--- src/rtl/dram_bank_scheduler_if.sv ---
// Request / command bundle between the L2 request decoder, the bank
// scheduler and the DRAM command port.
//
// Port summary (signal: driver):
//   req_valid, req_rw, req_bank, req_row, req_col : request source
//   req_ready                                     : scheduler
//   refresh_flag                                  : refresh counter
//   refresh_done                                  : scheduler
//   cmd_req, cmd, cmd_bank, cmd_row, cmd_col      : scheduler
//   cmd_ack                                       : DRAM command port
//   rw_done                                       : scheduler
//
// Handshakes: a request transfers on a rising edge where req_valid && req_ready.
// A command transfers on a rising edge where cmd_req && cmd_ack. Once raised,
// cmd_req and its fields stay stable until that transfer. cmd_ack seen while
// cmd_req is low is ignored.
//
// Modports: master = environment side (request source, refresh counter and
// DRAM port); slave = scheduler side.
interface dram_bank_scheduler_if #(
  parameter int NUM_OF_BANKS = 8,
  parameter int NUM_OF_ROWS  = 128,
  parameter int NUM_OF_COLS  = 8
);
  localparam int BW = (NUM_OF_BANKS > 1) ? $clog2(NUM_OF_BANKS) : 1;
  localparam int RW = (NUM_OF_ROWS  > 1) ? $clog2(NUM_OF_ROWS)  : 1;
  localparam int CW = (NUM_OF_COLS  > 1) ? $clog2(NUM_OF_COLS)  : 1;

  logic          req_valid;
  logic          req_ready;
  logic          req_rw;
  logic [BW-1:0] req_bank;
  logic [RW-1:0] req_row;
  logic [CW-1:0] req_col;
  logic          refresh_flag;
  logic          refresh_done;
  logic          cmd_req;
  logic          cmd_ack;
  logic [2:0]    cmd;
  logic [BW-1:0] cmd_bank;
  logic [RW-1:0] cmd_row;
  logic [CW-1:0] cmd_col;
  logic          rw_done;

  modport master (
    output req_valid, req_rw, req_bank, req_row, req_col, refresh_flag, cmd_ack,
    input  req_ready, refresh_done, cmd_req, cmd, cmd_bank, cmd_row, cmd_col, rw_done
  );

  modport slave (
    input  req_valid, req_rw, req_bank, req_row, req_col, refresh_flag, cmd_ack,
    output req_ready, refresh_done, cmd_req, cmd, cmd_bank, cmd_row, cmd_col, rw_done
  );
endinterface

--- src/rtl/dram_bank_scheduler.sv ---
// DRAM bank scheduler: turns decoded L2 requests into PRE/ACT/RD/WR command
// sequences. It tracks the open row of every bank and enforces tRP/tRCD spacing.
// Refresh requests take priority over new L2 traffic and run PREA (only if a
// bank is open), then REF, then a tRFC wait.
//
// Ports:
//   clk          : clock, rising edge
//   rst_b        : asynchronous active-low reset
//   bus          : dram_bank_scheduler_if.slave (request, refresh and command signals)
//   dbg_state_o  : current FSM state, for checkers and debug
//
// Command encoding: 0 NOP, 1 ACT, 2 RD, 3 WR, 4 PRE, 5 PREA, 6 REF.
module dram_bank_scheduler #(
  parameter int NUM_OF_BANKS = 8,
  parameter int NUM_OF_ROWS  = 128,
  parameter int NUM_OF_COLS  = 8,
  parameter int T_RP         = 3,
  parameter int T_RCD        = 3,
  parameter int T_RFC        = 8
) (
  input  logic                        clk,
  input  logic                        rst_b,
  dram_bank_scheduler_if.slave        bus,
  output logic [3:0]                  dbg_state_o
);
  localparam int BW = (NUM_OF_BANKS > 1) ? $clog2(NUM_OF_BANKS) : 1;
  localparam int RW = (NUM_OF_ROWS  > 1) ? $clog2(NUM_OF_ROWS)  : 1;
  localparam int CW = (NUM_OF_COLS  > 1) ? $clog2(NUM_OF_COLS)  : 1;

  localparam int T_MAX1 = (T_RP > T_RCD) ? T_RP : T_RCD;
  localparam int T_MAX  = (T_MAX1 > T_RFC) ? T_MAX1 : T_RFC;
  localparam int TW     = $clog2(T_MAX) + 1;

  localparam logic [2:0] CMD_NOP  = 3'd0;
  localparam logic [2:0] CMD_ACT  = 3'd1;
  localparam logic [2:0] CMD_RD   = 3'd2;
  localparam logic [2:0] CMD_WR   = 3'd3;
  localparam logic [2:0] CMD_PRE  = 3'd4;
  localparam logic [2:0] CMD_PREA = 3'd5;
  localparam logic [2:0] CMD_REF  = 3'd6;

  typedef enum logic [3:0] {
    IDLE     = 4'd0,
    PRE_S    = 4'd1,
    PREA_S   = 4'd2,
    ACT_S    = 4'd3,
    RW_S     = 4'd4,
    REF_S    = 4'd5,
    WAIT_RP  = 4'd6,
    WAIT_RCD = 4'd7,
    WAIT_RFC = 4'd8
  } state_t;

  state_t                             state_q, state_d;
  logic                               ref_pending_q, ref_pending_d;
  logic [NUM_OF_BANKS-1:0]            open_q, open_d;
  logic [NUM_OF_BANKS-1:0][RW-1:0]    row_tab_q, row_tab_d;
  logic [TW-1:0]                      timer_q, timer_d;
  logic                               rw_q, rw_d;
  logic [BW-1:0]                      bank_q, bank_d;
  logic [RW-1:0]                      row_q, row_d;
  logic [CW-1:0]                      col_q, col_d;
  // Set when the current tRP wait follows a PREA, so it leads to REF rather than ACT.
  logic                               rp_to_ref_q, rp_to_ref_d;
  logic                               rw_done_q, rw_done_d;
  logic                               refresh_done_q, refresh_done_d;

  logic                               req_ready;
  logic                               accept;
  logic                               cmd_req_c;
  logic [2:0]                         cmd_c;

  assign req_ready = (state_q == IDLE) && !ref_pending_q;
  assign accept    = bus.req_valid && req_ready;

  // Command outputs are decoded from the registered state, so cmd_req/cmd drop
  // to 0/NOP on the same edge that consumes the ack.
  always_comb begin
    cmd_req_c = 1'b0;
    cmd_c     = CMD_NOP;
    case (state_q)
      PRE_S:   begin cmd_req_c = 1'b1; cmd_c = CMD_PRE;  end
      PREA_S:  begin cmd_req_c = 1'b1; cmd_c = CMD_PREA; end
      ACT_S:   begin cmd_req_c = 1'b1; cmd_c = CMD_ACT;  end
      RW_S:    begin cmd_req_c = 1'b1; cmd_c = rw_q ? CMD_WR : CMD_RD; end
      REF_S:   begin cmd_req_c = 1'b1; cmd_c = CMD_REF;  end
      default: begin cmd_req_c = 1'b0; cmd_c = CMD_NOP;  end
    endcase
  end

  always_comb begin
    state_d        = state_q;
    ref_pending_d  = ref_pending_q;
    open_d         = open_q;
    row_tab_d      = row_tab_q;
    timer_d        = timer_q;
    rw_d           = rw_q;
    bank_d         = bank_q;
    row_d          = row_q;
    col_d          = col_q;
    rp_to_ref_d    = rp_to_ref_q;
    rw_done_d      = 1'b0;
    refresh_done_d = 1'b0;

    case (state_q)
      IDLE: begin
        if (ref_pending_q) begin
          // A PREA is only needed if a bank is open.
          state_d = (|open_q) ? PREA_S : REF_S;
        end else if (accept) begin
          rw_d   = bus.req_rw;
          bank_d = bus.req_bank;
          row_d  = bus.req_row;
          col_d  = bus.req_col;
          if (open_q[bus.req_bank]) begin
            state_d = (row_tab_q[bus.req_bank] == bus.req_row) ? RW_S : PRE_S;
          end else begin
            state_d = ACT_S;
          end
        end
      end
      PRE_S: begin
        if (bus.cmd_ack) begin
          open_d[bank_q] = 1'b0;
          timer_d        = TW'(T_RP - 1);
          rp_to_ref_d    = 1'b0;
          state_d        = WAIT_RP;
        end
      end
      PREA_S: begin
        if (bus.cmd_ack) begin
          open_d      = '0;
          timer_d     = TW'(T_RP - 1);
          rp_to_ref_d = 1'b1;
          state_d     = WAIT_RP;
        end
      end
      ACT_S: begin
        if (bus.cmd_ack) begin
          open_d[bank_q]    = 1'b1;
          row_tab_d[bank_q] = row_q;
          timer_d           = TW'(T_RCD - 1);
          state_d           = WAIT_RCD;
        end
      end
      RW_S: begin
        if (bus.cmd_ack) begin
          rw_done_d = 1'b1;
          state_d   = IDLE;
        end
      end
      REF_S: begin
        if (bus.cmd_ack) begin
          ref_pending_d = 1'b0;
          open_d        = '0;
          timer_d       = TW'(T_RFC - 1);
          state_d       = WAIT_RFC;
        end
      end
      WAIT_RP: begin
        if (timer_q == '0) state_d = rp_to_ref_q ? REF_S : ACT_S;
        else               timer_d = timer_q - TW'(1);
      end
      WAIT_RCD: begin
        if (timer_q == '0) state_d = RW_S;
        else               timer_d = timer_q - TW'(1);
      end
      WAIT_RFC: begin
        if (timer_q == '0) begin
          state_d        = IDLE;
          refresh_done_d = 1'b1;
        end else begin
          timer_d = timer_q - TW'(1);
        end
      end
      default: state_d = IDLE;
    endcase

    // A new refresh request on the same edge as the REF ack must not be lost.
    if (bus.refresh_flag) ref_pending_d = 1'b1;
  end

  always_ff @(posedge clk or negedge rst_b) begin
    if (!rst_b) begin
      state_q        <= IDLE;
      ref_pending_q  <= 1'b0;
      open_q         <= '0;
      row_tab_q      <= '0;
      timer_q        <= '0;
      rw_q           <= 1'b0;
      bank_q         <= '0;
      row_q          <= '0;
      col_q          <= '0;
      rp_to_ref_q    <= 1'b0;
      rw_done_q      <= 1'b0;
      refresh_done_q <= 1'b0;
    end else begin
      state_q        <= state_d;
      ref_pending_q  <= ref_pending_d;
      open_q         <= open_d;
      row_tab_q      <= row_tab_d;
      timer_q        <= timer_d;
      rw_q           <= rw_d;
      bank_q         <= bank_d;
      row_q          <= row_d;
      col_q          <= col_d;
      rp_to_ref_q    <= rp_to_ref_d;
      rw_done_q      <= rw_done_d;
      refresh_done_q <= refresh_done_d;
    end
  end

  // Field outputs show the latched request; only cmd_req/cmd say when they mean something.
  assign bus.req_ready    = req_ready;
  assign bus.cmd_req      = cmd_req_c;
  assign bus.cmd          = cmd_c;
  assign bus.cmd_bank     = bank_q;
  assign bus.cmd_row      = row_q;
  assign bus.cmd_col      = col_q;
  assign bus.rw_done      = rw_done_q;
  assign bus.refresh_done = refresh_done_q;
  assign dbg_state_o      = state_q;
endmodule

--- src/flat_wrapper.sv ---
// flat-port wrapper written by rule: the top's interface ports become plain ports
module dram_bank_scheduler_flat 
#(
  parameter int NUM_OF_BANKS = 8,
  parameter int NUM_OF_ROWS  = 128,
  parameter int NUM_OF_COLS  = 8,
  parameter int T_RP         = 3,
  parameter int T_RCD        = 3,
  parameter int T_RFC        = 8
)
  (clk, rst_b, dbg_state_o, bus_req_valid, bus_req_rw, bus_req_bank, bus_req_row, bus_req_col, bus_refresh_flag, bus_cmd_ack, bus_req_ready, bus_refresh_done, bus_cmd_req, bus_cmd, bus_cmd_bank, bus_cmd_row, bus_cmd_col, bus_rw_done);
  dram_bank_scheduler_if #(.NUM_OF_BANKS(NUM_OF_BANKS), .NUM_OF_ROWS(NUM_OF_ROWS), .NUM_OF_COLS(NUM_OF_COLS)) bus_i ();
  input  logic clk;
  input  logic rst_b;
  output logic [3:0] dbg_state_o;
  input wire logic [$bits(bus_i.req_valid)-1:0] bus_req_valid;
  input wire logic [$bits(bus_i.req_rw)-1:0] bus_req_rw;
  input wire logic [$bits(bus_i.req_bank)-1:0] bus_req_bank;
  input wire logic [$bits(bus_i.req_row)-1:0] bus_req_row;
  input wire logic [$bits(bus_i.req_col)-1:0] bus_req_col;
  input wire logic [$bits(bus_i.refresh_flag)-1:0] bus_refresh_flag;
  input wire logic [$bits(bus_i.cmd_ack)-1:0] bus_cmd_ack;
  output wire logic [$bits(bus_i.req_ready)-1:0] bus_req_ready;
  output wire logic [$bits(bus_i.refresh_done)-1:0] bus_refresh_done;
  output wire logic [$bits(bus_i.cmd_req)-1:0] bus_cmd_req;
  output wire logic [$bits(bus_i.cmd)-1:0] bus_cmd;
  output wire logic [$bits(bus_i.cmd_bank)-1:0] bus_cmd_bank;
  output wire logic [$bits(bus_i.cmd_row)-1:0] bus_cmd_row;
  output wire logic [$bits(bus_i.cmd_col)-1:0] bus_cmd_col;
  output wire logic [$bits(bus_i.rw_done)-1:0] bus_rw_done;
  assign bus_i.req_valid = bus_req_valid;
  assign bus_i.req_rw = bus_req_rw;
  assign bus_i.req_bank = bus_req_bank;
  assign bus_i.req_row = bus_req_row;
  assign bus_i.req_col = bus_req_col;
  assign bus_i.refresh_flag = bus_refresh_flag;
  assign bus_i.cmd_ack = bus_cmd_ack;
  assign bus_req_ready = bus_i.req_ready;
  assign bus_refresh_done = bus_i.refresh_done;
  assign bus_cmd_req = bus_i.cmd_req;
  assign bus_cmd = bus_i.cmd;
  assign bus_cmd_bank = bus_i.cmd_bank;
  assign bus_cmd_row = bus_i.cmd_row;
  assign bus_cmd_col = bus_i.cmd_col;
  assign bus_rw_done = bus_i.rw_done;
  dram_bank_scheduler #(.NUM_OF_BANKS(NUM_OF_BANKS), .NUM_OF_ROWS(NUM_OF_ROWS), .NUM_OF_COLS(NUM_OF_COLS), .T_RP(T_RP), .T_RCD(T_RCD), .T_RFC(T_RFC)) u_core (.clk(clk), .rst_b(rst_b), .bus(bus_i), .dbg_state_o(dbg_state_o));
endmodule
--- config.mk ---
export PLATFORM = sky130hd
export DESIGN_NAME = dram_bank_scheduler_flat
export DESIGN_NICKNAME = d
export VERILOG_FILES = /design/src/rtl/dram_bank_scheduler_if.sv /design/src/rtl/dram_bank_scheduler.sv /design/src/flat_wrapper.sv
export SDC_FILE = /design/constraint.sdc
export NUM_CORES = 1
export LEC_CHECK = 0
export CAP_MARGIN = 20
export CORE_MARGIN = 3
export CORE_UTILIZATION = 40
export CTS_BUF_LIST = sky130_fd_sc_hd__clkbuf_4 sky130_fd_sc_hd__clkbuf_8 sky130_fd_sc_hd__clkbuf_16
export CTS_CLUSTER_DIAMETER = 40
export DETAILED_ROUTE_END_ITERATION = 8
export SETUP_SLACK_MARGIN = 0.2
export SKIP_CTS_REPAIR_TIMING = 1
export SLEW_MARGIN = 20
export SYNTH_ARGS = -nofsm -noshare
export SYNTH_HDL_FRONTEND = slang
export SYNTH_SLANG_ARGS = --single-unit
--- constraint.sdc ---
create_clock -name clk -period 5.26 [get_ports clk]
set_input_delay 1.052 -clock clk [delete_from_list [all_inputs] [get_ports clk]]
set_output_delay 1.052 -clock clk [all_outputs]
set_load 0.05 [all_outputs]
==> metrics, run 1 <==
Internal Pwr Total=0.00134 W; antenna violations before repair=0; TritonCTS Buffers=9; Lkg Pwr=2.45 nW; most frequent cells in the layout=90 x dfrtp_1, 72 x mux2_2, 41 x clkdlybuf4s50_1; DP Worst Slack=1.44 ns; most used flip-flop cell after synthesis=dfrtp_1; combinational share of power=38.4%; Pwr Total=0.00232 W; Post-Syn Nets=376; Gate Count Post-Synth=356; synth-to-layout area growth=16.2%; final hold violation count=0; status=completed; top post-synthesis cells by area=dfrtp_1 52%, mux2_2 19%, mux2i_1 4.4%, mux4_2 3.1%, nand2_1 2.3%; CP Capture Type=output port; largest net degree at the start of global routing=63; Worst Path Arrival=2.61 ns; core area=10,500 sq um; Seq/Total Area, Yosys=51.5%; vias in the first global route=2,909; sequential share of power=41.7%; startpoint types=flip-flop; die area=12,200 sq um; P per Cell Area=456 nW/um^2; worst-margin pin slew=0.942 ns; clock tree from TritonCTS=yes; post-synth top area share=51.5%; Critical Setup Path Class=flip-flop to output port; Routed Antenna Nets=0; yosys warns=0; Final Setup Violations=0; Rel. slew slack=35.5%; Rows=37; Initial Util=41.8%; Final #Nets=413; setup tns final=0 ns; post-route minimum period=3.66 ns; Buffers on Ports=42; Root Driver=clkbuf_8; Vias/cell=5.50; Hold Path Class=flip-flop to flip-flop; Sw Share=41.9%; clock power share=19.9%; Die H=111 um; Data required, critical path=4.21 ns; Mapped Avg Cell Area=12.3 sq um; asr flop ratio synth=100%; layout cells sized above 1=24.9%; drt total wl=9800 um; RSZ-0062 raised after global routing=false; clock sinks=90; First-pass DRT Iterations=5; Pins Over Slew Limit=0; first-pass GRT wire length=15,900 um; drt drc=0; Post-Synthesis Cell Area=4370 sq um; Final Wtd Congestion=0.767; period utilization=69.5%; grt total ovfl=0; initial DRC count=154; clock latency at the later pin of the worst-skew pair=0.36 ns; largest area contributor in the netlist=dfrtp_1; WL/cell=18.3 um; Seq cells post-synth=90; GRT met1 Usage=22.7%; crit-path max FO=21; GR met2 Demand/Resource=25.1%; die width=111 um; CTS clk-pin slew, worst paths=0.09 ns; highest clock rate=0.273 GHz; Max Cap Viol=0; diode count=0; number of H-tree levels=3; GR Util met3=4.49%; Max rail drop VDD=0.326 mV; P_sw=0.000971 W; detailed placement HPWL=6420 um; IO Pins=43; Post-synth EDFFs=0; gr busiest metal=met2; commonest non-fill, non-tap cell in the layout=dfrtp_1; vias post-DR=2,937; Bufs on Longest Clock Path=2; PnR worst setup slack=1.60 ns; Layout Skew=0.00917 ns; gr usage total=16.3%; synth unique cells=45
-- per-layer routing --
layer	vias up	wire, um
li1	1374	-
met1	1474	4620
met2	78	4590
met3	11	422
met4	0	160
met5	-	0
-- logic make-up after synthesis --
group                    share of synthesized area, %
multiplexers                                     27.2
flip-flops                                       51.5
AND/OR/NAND/NOR                                  9.10
AO/OA/AOI/OAI                                    8.27
buffers and inverters                            2.43
XOR/XNOR                                         1.20
adder cells (fa/ha/maj)                         0.286
-- stage by stage --
stage / std cells / util, % / hold WS, ns / area [sq um]
floorplan: 356 / - / 0.470 / 4370
global placement: 518 / 46.7 / 0.481 / 4890
detailed placement: 518 / 46.7 / 0.489 / 4890
CTS: 534 / 48.6 / 0.511 / 5080
global route: 534 / 48.6 / 0.521 / 5080
finish: 534 / 48.6 / 0.506 / 5080
-- cells in the mapped netlist (2+ instances only) --
| master | instances |
|---|---|
| dfrtp_1 | 90 |
| mux2_2 | 72 |
| nand2_1 | 27 |
| mux2i_1 | 19 |
| a21oi_1 | 16 |
| nor2_1 | 16 |
| o21ai_0 | 12 |
| clkbuf_1 | 11 |
| and3_1 | 7 |
| nor2b_1 | 7 |
| inv_1 | 6 |
| mux4_2 | 6 |
| a31oi_1 | 5 |
| xnor2_1 | 5 |
| a21o_1 | 4 |
| buf_2 | 4 |
| nand2b_1 | 4 |
| nand3_1 | 4 |
| nor4_1 | 4 |
| a211oi_1 | 3 |
| a22o_1 | 3 |
| nor3_1 | 3 |
| a221oi_1 | 2 |
| a22oi_1 | 2 |
| mux4_1 | 2 |
| nor3b_1 | 2 |
| o22ai_1 | 2 |
-- flip-flops by register name, indices dropped and copies added (netlist names) --
register	flops
u_core.open_q	8
u_core.bus.rw_done	1
u_core.rw_q	1
u_core.bus.refresh_done	1
u_core.bus.cmd_bank	3
u_core.rp_to_ref_q	1
u_core.bus.cmd_col	3
u_core.ref_pending_q	1
u_core.bus.cmd_row	7
u_core.row_tab_q	56
u_core.dbg_state_o	4
u_core.timer_q	4
-- power by group through the flow --
stage | Sequential, W | Combinational (W) | Clock (W)
global placement | 0.000978 | 0.000885 | 0
finish | 0.000964 | 0.000889 | 0.000461
global route | 0.000993 | 0.000962 | 0.000509
detailed placement | 0.000979 | 0.000892 | 0
CTS | 0.000966 | 0.000894 | 0.000476
floorplan | 0.00106 | 0.000536 | 0
-- layout make-up --
class / instances / area (sq um)
Clock buffer: 10 / 131
Inverter: 6 / 22.5
Tap cell: 136 / 170
Sequential cell: 90 / 2250
Timing Repair Buffer: 44 / 433
Fill cell: 964 / 5380
Clock inverter: 6 / 58.8
Multi-Input combinational cell: 242 / 2010
-- worst max-delay path: stages (launching register included) --
cell	delay [ns]
dfrtp_1	0.59
or4_1	0.66
nor2_1	0.16
clkdlybuf4s50_1	0.83
-- worst paths after layout --
check                           depth (start not counted)                     end             startpoint  slack, ns
worst max register to register                          4  u_core.bus.cmd_bank[1]  u_core.dbg_state_o[1]       2.67
min in group asynchronous                               1   u_core.bus.cmd_col[2]                  rst_b       0.76
worst min-delay path                                    1    u_core.row_tab_q[41]   u_core.row_tab_q[41]       0.51
max in group asynchronous                               2    u_core.row_tab_q[51]                  rst_b       3.61
worst max-delay path                                    3           bus_req_ready  u_core.dbg_state_o[1]       1.60
worst min register to register                          1    u_core.row_tab_q[41]   u_core.row_tab_q[41]       0.51
(Power assumes the default switching activity.)
==> run 2: changes to the inputs <==
==> constraint.sdc (replaced) <==
create_clock -name clk -period 3 [get_ports clk]
set_input_delay 0.6 -clock clk [delete_from_list [all_inputs] [get_ports clk]]
set_output_delay 0.6 -clock clk [all_outputs]
set_load 0.05 [all_outputs]
==> run 2 against run 1 <==
Sequential power increased by 73%. Clock skew increased by 0.00087 ns. Hold slack got worse by 0.33 ns. Worst setup slack got worse by 1.3 ns. Cell area increased by 3.7%. Clock power increased by 100%. Cell count increased by 2.8%. Flip-flop and latch count unchanged. Routed wire length increased by 0.47%. Critical endpoint unchanged. Highest routed layer unchanged.
==> metrics, run 2 (synthesis gave the netlist of run 1 again) <==
detailed placement HPWL=6830 um (was 6420 um); synth-to-layout area growth=20.5% (was 16.2%); largest stage delay on the critical path=0.59 ns (was 0.83 ns); Final Wtd Congestion=0.803 (was 0.767); clock latency at the later pin of the worst-skew pair=0.36 ns (about the same); Hold Path Class=input pin to asynchronous set/reset pin (was flip-flop to flip-flop); startpoint types=flip-flop (unchanged); most frequent cells in the layout=89 x dfrtp_1, 72 x mux2_2, 36 x clkdlybuf4s50_1 (was 90 x dfrtp_1, 72 x mux2_2, 41 x clkdlybuf4s50_1); initial DRC count=154 (unchanged); period utilization=88.8%; Layout Skew=0.0100 ns (was 0.00917 ns); Lkg Pwr=2.58 nW (was 2.45 nW); highest clock rate=0.376 GHz; P per Cell Area=808 nW/um^2 (was 456 nW/um^2); Hold WS=0.181 ns (was 0.506 ns); CP startpoint=u_core.dbg_state_o[1] (unchanged); core area=10,500 sq um (unchanged); post-route minimum period=2.66 ns; crit-path max FO=13 (was 21); CP endpoint=bus_req_ready (unchanged); Cell Chain, Critical Path=buf_4 > or4_1 > nor2_2 > buf_4 (was or4_1 > nor2_1 > clkdlybuf4s50_1); antenna violations before repair=0 (unchanged); RSZ-0062 raised after global routing=false (unchanged); vias in the first global route=3,001 (was 2,909); first-pass GRT wire length=16,500 um (was 15,900 um); CP Capture Type=output port (unchanged); largest net degree at the start of global routing=36 (was 63); layout cells sized above 1=29.1% (was 24.9%); Vias/cell=5.40 (was 5.50); status=completed (unchanged); number of H-tree levels=3 (unchanged); final instance area=5270 sq um (was 5080 sq um); Routed Antenna Nets=0 (unchanged); IO Pins=43 (unchanged); clock sinks=90 (unchanged); die width=111 um (unchanged); drt drc=0 (unchanged); fillers=958 (was 964); drt total wl=9840 um (was 9800 um); Final #Nets=428 (was 413); Rows=37 (unchanged); diode count=0 (unchanged); grt total ovfl=0 (unchanged); WL/cell=17.9 um (was 18.3 um); TritonCTS Buffers=9 (unchanged); critical path's most frequent cell=buf_4; die area=12,200 sq um (unchanged); Pins Over Slew Limit=0 (unchanged); vias post-DR=2,965 (was 2,937); Bufs on Longest Clock Path=2 (unchanged); worst-margin pin slew=0.635 ns (was 0.942 ns); Initial Util=41.8% (unchanged); Biggest register=u_core.row_tab_q (unchanged); final hold violation count=0 (unchanged); Die H=111 um (unchanged); Rel. slew slack=57.7% (was 35.5%); Worst Path Arrival=2.06 ns (was 2.61 ns); Root Driver=clkbuf_8 (unchanged); DP Area=5030 sq um (was 4890 sq um); Critical Setup Path Class=flip-flop to output port (unchanged); Final Setup Violations=0 (unchanged); CTS clk-pin slew, worst paths=0.10 ns (was 0.09 ns); reg2reg end=u_core.dbg_state_o[0] (was u_core.bus.cmd_bank[1]); max reg flops=56 (unchanged); Buffers on Ports=42 (unchanged); final cell utilization of the core=50.4% (was 48.6%); commonest non-fill, non-tap cell in the layout=dfrtp_1 (unchanged); r2r setup slk=0.71 ns (was 2.67 ns); First-pass DRT Iterations=4 (was 5); Max rail drop VDD=0.501 mV (was 0.326 mV); gr usage total=16.9% (was 16.3%); clock tree from TritonCTS=yes (unchanged); RR Startpoint=u_core.dbg_state_o[1] (unchanged); slowest CP cell=or4_1 (was clkdlybuf4s50_1); Data required, critical path=2.40 ns (was 4.21 ns); cell count of the worst reg-to-reg path=7 (was 4); Max Cap Viol=0 (unchanged)
==> run 2: cell type report <==
cell class	instances	area [sq um]	share of cell area [%]
tap	136	170	3.23
sequential	90	2250	42.8
multi-input combinational	242	2020	38.4
inverter	6	22.5	0.427
clock buffer	10	138	2.61
timing repair buffer	59	573	10.9
clock inverter	6	88.8	1.69
==> run 2: through the flow <==
step / worst slack, ns / total power [W] / std cells / TNS [ns]
2_1_floorplan: 0.277 / 0.00281 / 356 / 0
3_3_place_gp: 0.0381 / 0.00333 / 533 / 0
3_5_place_dp: -0.0646 / 0.00335 / 533 / -0.0646
4_1_cts: 0.188 / 0.00429 / 549 / 0
5_1_grt: 0.206 / 0.00454 / 549 / 0
6_report: 0.337 / 0.00426 / 549 / 0
==> run 2: worst max-delay path: cells and delay by family (launching register included) <==
family | cells | cell delay, ns
buffers and inverters | 2 | 0.44
DFF | 1 | 0.53
and+or+nand+nor | 2 | 0.74
==> run 2: where the power goes <==
group / internal, W / total (W) / leakage (nW) / switching (W)
logic: 0.000664 / 0.00164 / 1.25 / 0.000979
clock network: 0.000494 / 0.000939 / 0.109 / 0.000445
registers: 0.00140 / 0.00167 / 1.22 / 0.000271
==> run 2: worst min-delay path by stage <==
stage	start	endpoint	slack [ns]	cells after the start
final	rst_b	u_core.timer_q[1]	0.18	1
after global placement	u_core.row_tab_q[27]	u_core.row_tab_q[27]	0.48	1
after floorplan	rst_b	u_core.bus.cmd_bank[0]	0.30	0
after CTS	rst_b	u_core.timer_q[1]	0.19	1
after global routing	rst_b	u_core.timer_q[2]	0.20	1
after detailed placement	u_core.row_tab_q[20]	u_core.row_tab_q[20]	0.49	1
==> run 2: layer usage <==
| layer | share of wire (%) | track usage (%) | vias up |
|---|---|---|---|
| li1 | - | - | 1409 |
| met1 | 49 | 24.2 | 1482 |
| met2 | 46 | 26.5 | 65 |
| met3 | 4.3 | 3.34 | 9 |
| met4 | 0.79 | 4.11 | 0 |
| met5 | 0 | 0 | - |
